==> src/rtl/bin_ascii_seq.sv <==
// Sequential binary-to-ASCII converter: double-dabble, one bit per clock, start/busy/done handshake.
// Optional build macro LEADING_ZERO_BLANK_EN replaces leading-zero digits with ASCII space.
module bin_ascii_seq #(
   parameter int IN_W = 8
) (
   input  logic            clk,
   input  logic            rst_n,
   input  logic            start,
   input  logic [IN_W-1:0] binIn,
   output logic            busy,
   output logic            done,
   output logic [6:0]      AC,
   output logic [6:0]      AD,
   output logic [6:0]      AU
);

   typedef enum logic {IDLE, CONV} state_t;

`ifdef LEADING_ZERO_BLANK_EN
   localparam logic [6:0] RST_AC = 7'h20;
   localparam logic [6:0] RST_AD = 7'h20;
`else
   localparam logic [6:0] RST_AC = 7'h30;
   localparam logic [6:0] RST_AD = 7'h30;
`endif
   localparam logic [6:0] RST_AU = 7'h30;

   state_t            state_reg, state_next;
   logic [IN_W-1:0]   shift_reg, shift_next;
   logic [11:0]       bcd_reg, bcd_next;
   logic [3:0]        cnt_reg, cnt_next;
   logic [6:0]        ac_reg, ac_next, ad_reg, ad_next, au_reg, au_next;
   logic              done_reg, done_next;
   logic [11:0]       bcd_adj;
   logic [IN_W+11:0]  dabble;
   logic [3:0]        hund, tens, units;

   // Add-3 correction on every BCD nibble before the shift.
   generate
      for (genvar gi = 0; gi < 3; gi++) begin : g_adj
         assign bcd_adj[gi*4 +: 4] = (bcd_reg[gi*4 +: 4] >= 4'd5) ?
                                     bcd_reg[gi*4 +: 4] + 4'd3 : bcd_reg[gi*4 +: 4];
      end
   endgenerate

   assign dabble = {bcd_adj, shift_reg} << 1;
   assign hund   = dabble[IN_W+8 +: 4];
   assign tens   = dabble[IN_W+4 +: 4];
   assign units  = dabble[IN_W   +: 4];

   always_ff @(posedge clk or negedge rst_n) begin
      if (!rst_n) begin
         state_reg <= IDLE;
         shift_reg <= '0;
         bcd_reg   <= '0;
         cnt_reg   <= '0;
         ac_reg    <= RST_AC;
         ad_reg    <= RST_AD;
         au_reg    <= RST_AU;
         done_reg  <= 1'b0;
      end else begin
         state_reg <= state_next;
         shift_reg <= shift_next;
         bcd_reg   <= bcd_next;
         cnt_reg   <= cnt_next;
         ac_reg    <= ac_next;
         ad_reg    <= ad_next;
         au_reg    <= au_next;
         done_reg  <= done_next;
      end
   end

   always_comb begin
      state_next = state_reg;
      shift_next = shift_reg;
      bcd_next   = bcd_reg;
      cnt_next   = cnt_reg;
      ac_next    = ac_reg;
      ad_next    = ad_reg;
      au_next    = au_reg;
      done_next  = 1'b0;
      case (state_reg)
         IDLE: begin
            if (start) begin
               shift_next = binIn;
               bcd_next   = '0;
               cnt_next   = 4'(IN_W);
               state_next = CONV;
            end
         end
         CONV: begin
            shift_next = dabble[IN_W-1:0];
            bcd_next   = dabble[IN_W +: 12];
            cnt_next   = cnt_reg - 4'd1;
            // Last iteration: publish digits taken straight from the final shift.
            if (cnt_reg == 4'd1) begin
               state_next = IDLE;
               done_next  = 1'b1;
`ifdef LEADING_ZERO_BLANK_EN
               ac_next = (hund == 4'd0) ? 7'h20 : {3'b011, hund};
               ad_next = (hund == 4'd0 && tens == 4'd0) ? 7'h20 : {3'b011, tens};
`else
               ac_next = {3'b011, hund};
               ad_next = {3'b011, tens};
`endif
               au_next = {3'b011, units};
            end
         end
         default: state_next = IDLE;
      endcase
   end

   always_comb begin
      busy = (state_reg == CONV);
      done = done_reg;
      AC   = ac_reg;
      AD   = ad_reg;
      AU   = au_reg;
   end

endmodule

==> config.mk <==
export PLATFORM = sky130hd
export DESIGN_NAME = bin_ascii_seq
export DESIGN_NICKNAME = d
export VERILOG_FILES = /design/src/rtl/bin_ascii_seq.sv
export SDC_FILE = /design/constraint.sdc
export NUM_CORES = 1
export LEC_CHECK = 0
export ABC_AREA = 1
export CAP_MARGIN = 0
export CORE_ASPECT_RATIO = 1.2
export CORE_UTILIZATION = 49
export CTS_BUF_LIST = sky130_fd_sc_hd__clkbuf_4 sky130_fd_sc_hd__clkbuf_8
export CTS_CLUSTER_DIAMETER = 50
export DETAILED_ROUTE_END_ITERATION = 10
export PLACE_DENSITY_LB_ADDON = 0.25
export REMOVE_ABC_BUFFERS = 1
export SETUP_SLACK_MARGIN = 0.4
export SYNTH_ARGS = -nofsm -noshare
export SYNTH_HDL_FRONTEND = slang
export SYNTH_SLANG_ARGS = --single-unit
==> constraint.sdc <==
create_clock -name clk -period 1.14 [get_ports clk]
set_input_delay 0.171 -clock clk [delete_from_list [all_inputs] [get_ports clk]]
set_output_delay 0.171 -clock clk [all_outputs]
set_load 0.01 [all_outputs]
==> results.json <==
{
  "status": "finished with violations",
  "violations": "hold timing, setup timing",
  "cp-start-kind": "flip-flop",
  "wire_per_inst_um": 16.1,
  "swShare_pct": 42.6,
  "slew_viol_final": 0,
  "cp_max_fo": 4,
  "power_switching_uw": 4300,
  "synthSimpleGateAreaFrac_pct": 24.3,
  "synthCells": 220,
  "layout_common_cells": "nand2_1, dfrtp_1, buf_4",
  "start_util_pct": 52.7,
  "holdCritPathClass": "input pin to asynchronous set/reset pin",
  "diodes": 0,
  "r2r-start": "bcd_reg[1]",
  "use_met1_pct": 33.3,
  "cts_tree": "done",
  "placed_cell_area_um2": 2470,
  "synth_top_family_by_area": "simple AND/OR/NAND/NOR gates",
  "cp.arrival_ns": 1.47,
  "ios": 34,
  "cap_violations": 0,
  "reg2reg_setup_slack_ns": -0.15,
  "holdWs_ns": -0.259,
  "fp.dieW_um": 59.7,
  "layout-drive-gt1-share_pct": 53.0,
  "path_cells": "inv_2 > ha_2 > nand2_2 > nand3_4 > nand2_2 > nand3_1 > nand2_1",
  "grt_pass1_wl_um": 8610,
  "power_frac_comb_pct": 61.1,
  "grt_setup_unrepaired": "yes",
  "drtIter0Drc": 117,
  "layout_commonest_cell": "nand2_1",
  "max_freq_mhz": 774,
  "yosysSeqAreaShare_pct": 48.5,
  "num_rows": 24,
  "io_buffers": 24,
  "grt_usage_pct": 27.8,
  "die_h_um": 71.3,
  "grt_max_degree": 18,
  "reg2regPathDepth": 7,
  "synth-adder-area-share_pct": 5.11,
  "h-tree-depth": 2,
  "r2r_end": "bcd_reg[1]",
  "critical_path_class": "flip-flop to flip-flop",
  "areaGrowthSynthToFinish_pct": 56.4,
  "drt-vias-per-instance": 5.33,
  "place.detailed.instances": 322,
  "stdcell_area_um2": 3070,
  "synth_compound_area_share_pct": 11.2,
  "finalNonFillerCells": 350,
  "clkSinkCount": 38,
  "yosysWarnings": 0,
  "power.leakage_uw": 0.00151,
  "largest_reg_flops": 12,
  "ys_seq_elements": 38,
  "grtUsageMet2_pct": 47.2,
  "power_frac_seq_pct": 24.9,
  "finalSetupViolCount": 34,
  "design.core.area_um2": 3720,
  "cp-end-kind": "flip-flop",
  "finalClockSkew_ns": 0.0139,
  "synth_mux_area_share_pct": 0,
  "hold_violations": 11,
  "die_area_um2": 4260,
  "gp_congestion": 0.860,
  "finalSetupTns_ns": -2.08,
  "yosys.area.top_type": "dfrtp_1",
  "busiest_layer": "met2",
  "synth.area.top_cells": "dfrtp_1, nand2_1, nand3_1",
  "yosys.cell_types.count": 26,
  "min_period_ns": 1.29,
  "grt-ovfl-total": 0,
  "antenna_found_initial": 0,
  "yosysTopAreaCellShare_pct": 48.5,
  "ant_nets": 0,
  "cts_buffer_depth": 2,
  "worst_path_most_repeated_cell": "nand2_2",
  "firstDrtPassIters": 4,
  "power-per-cell-area_nw_per_um2": 3290,
  "drc": 0,
  "ir_drop_mv": 1.79,
  "syn-mean-instance-area_um2": 8.91,
  "cp_slowest_stage_delay_ns": 0.39,
  "yosys.area_share.xor_xnor_pct": 0.447,
  "slowest_stage": "dfrtp_1",
  "pre_cts_ws_ns": -0.148,
  "cts_made_buffers": 5,
  "hpwlAfterDp_um": 3080,
  "nets": 316,
  "met3_usage_pct": 6.14,
  "vias": 1866,
  "netlist_area_um2": 1960,
  "crit_required_ns": 1.32,
  "cts.clk_slew.worst_paths_ns": 0.09,
  "fin_ws_ns": -0.151,
  "timing.final.crit_share_pct": 113,
  "cts_root_buf": "clkbuf_8",
  "grt_pass1_vias": 1844,
  "p_int_uw": 5790,
  "clkPwrFrac_pct": 14.0,
  "clk_latency_ns": 0.31,
  "routed_wl_um": 5640
}
what timing repair did:
action / CTS / global route
cloned: 1 / 0
hold endpoints to repair: 11 / 11
endpoints found under the setup margin: 52 / 52
pin swaps: 27 / 15
setup buffers: 13 / 6
gates resized for setup: 132 / 29
metal layers:
layer,vias up,part of all wire [%]
met1,904,40
met3,18,4.4
li1,869,-
met2,75,53
met4,0,3.2
met5,-,0
cells by family after synthesis:
logic type | Yosys count
buffers and inverters | 37
adder cells (fa/ha/maj) | 8
other | 2
flip-flops | 38
AO/OA/AOI/OAI | 27
AND/OR/NAND/NOR | 107
XOR/XNOR | 1
layout make-up:
class | count | area (um^2)
Sequential cell | 38 | 951
Clock buffer | 5 | 68.8
Tap cell | 52 | 65.1
Multi-Input combinational cell | 152 | 1160
Inverter | 22 | 92.6
Timing Repair Buffer | 77 | 656
Clock inverter | 3 | 68.8
Fill cell | 227 | 657
Timing Repair inverter | 1 | 8.76
metrics by stage:
step	util, %	power (uW)
finish	82.4	10100
global route	82.4	10600
CTS	78.4	9140
detailed placement	66.3	6590
global placement	66.3	6470
floorplan	-	4660
power by group through the flow:
stage	Sequential, uW	Combinational, uW	Clock (uW)
finish	2510	6160	1410
global route	2570	6580	1490
CTS	2440	5300	1400
detailed placement	2380	4210	0
global placement	2350	4120	0
floorplan	2490	2170	0
worst max-delay path by stage:
stage	start	to	slack (ns)	depth (start not counted)
final	bcd_reg[1]	bcd_reg[1]	-0.15	7
after global routing	bcd_reg[8]	AC[1]	-0.18	7
after CTS	busy	cnt_reg[3]	-0.06	7
after detailed placement	bcd_reg[1]	bcd_reg[1]	-0.15	8
after global placement	start	shift_reg[7]	-0.09	6
after floorplan	busy	shift_reg[2]	-0.23	4
critical path: cells and delay by family, from the launching register on:
kind	cells	cell delay, ns
simple gates	5	0.50
flops	1	0.39
fa+ha+maj	1	0.19
buf+inv	1	0.12
synth_stat cells (all sizes together):
master and n:
nand4 6, xnor2 1, nor3 1, nand3 28
o21ai 15, o211ai 3, o22ai 8, nand3b 1
conb 2, buf 15, nand2 62, inv 21
nor2 9, dfrtp 38, ha 8, clkinv 1
o221ai 1
Note: power is estimated with default switching activity, not from simulation.
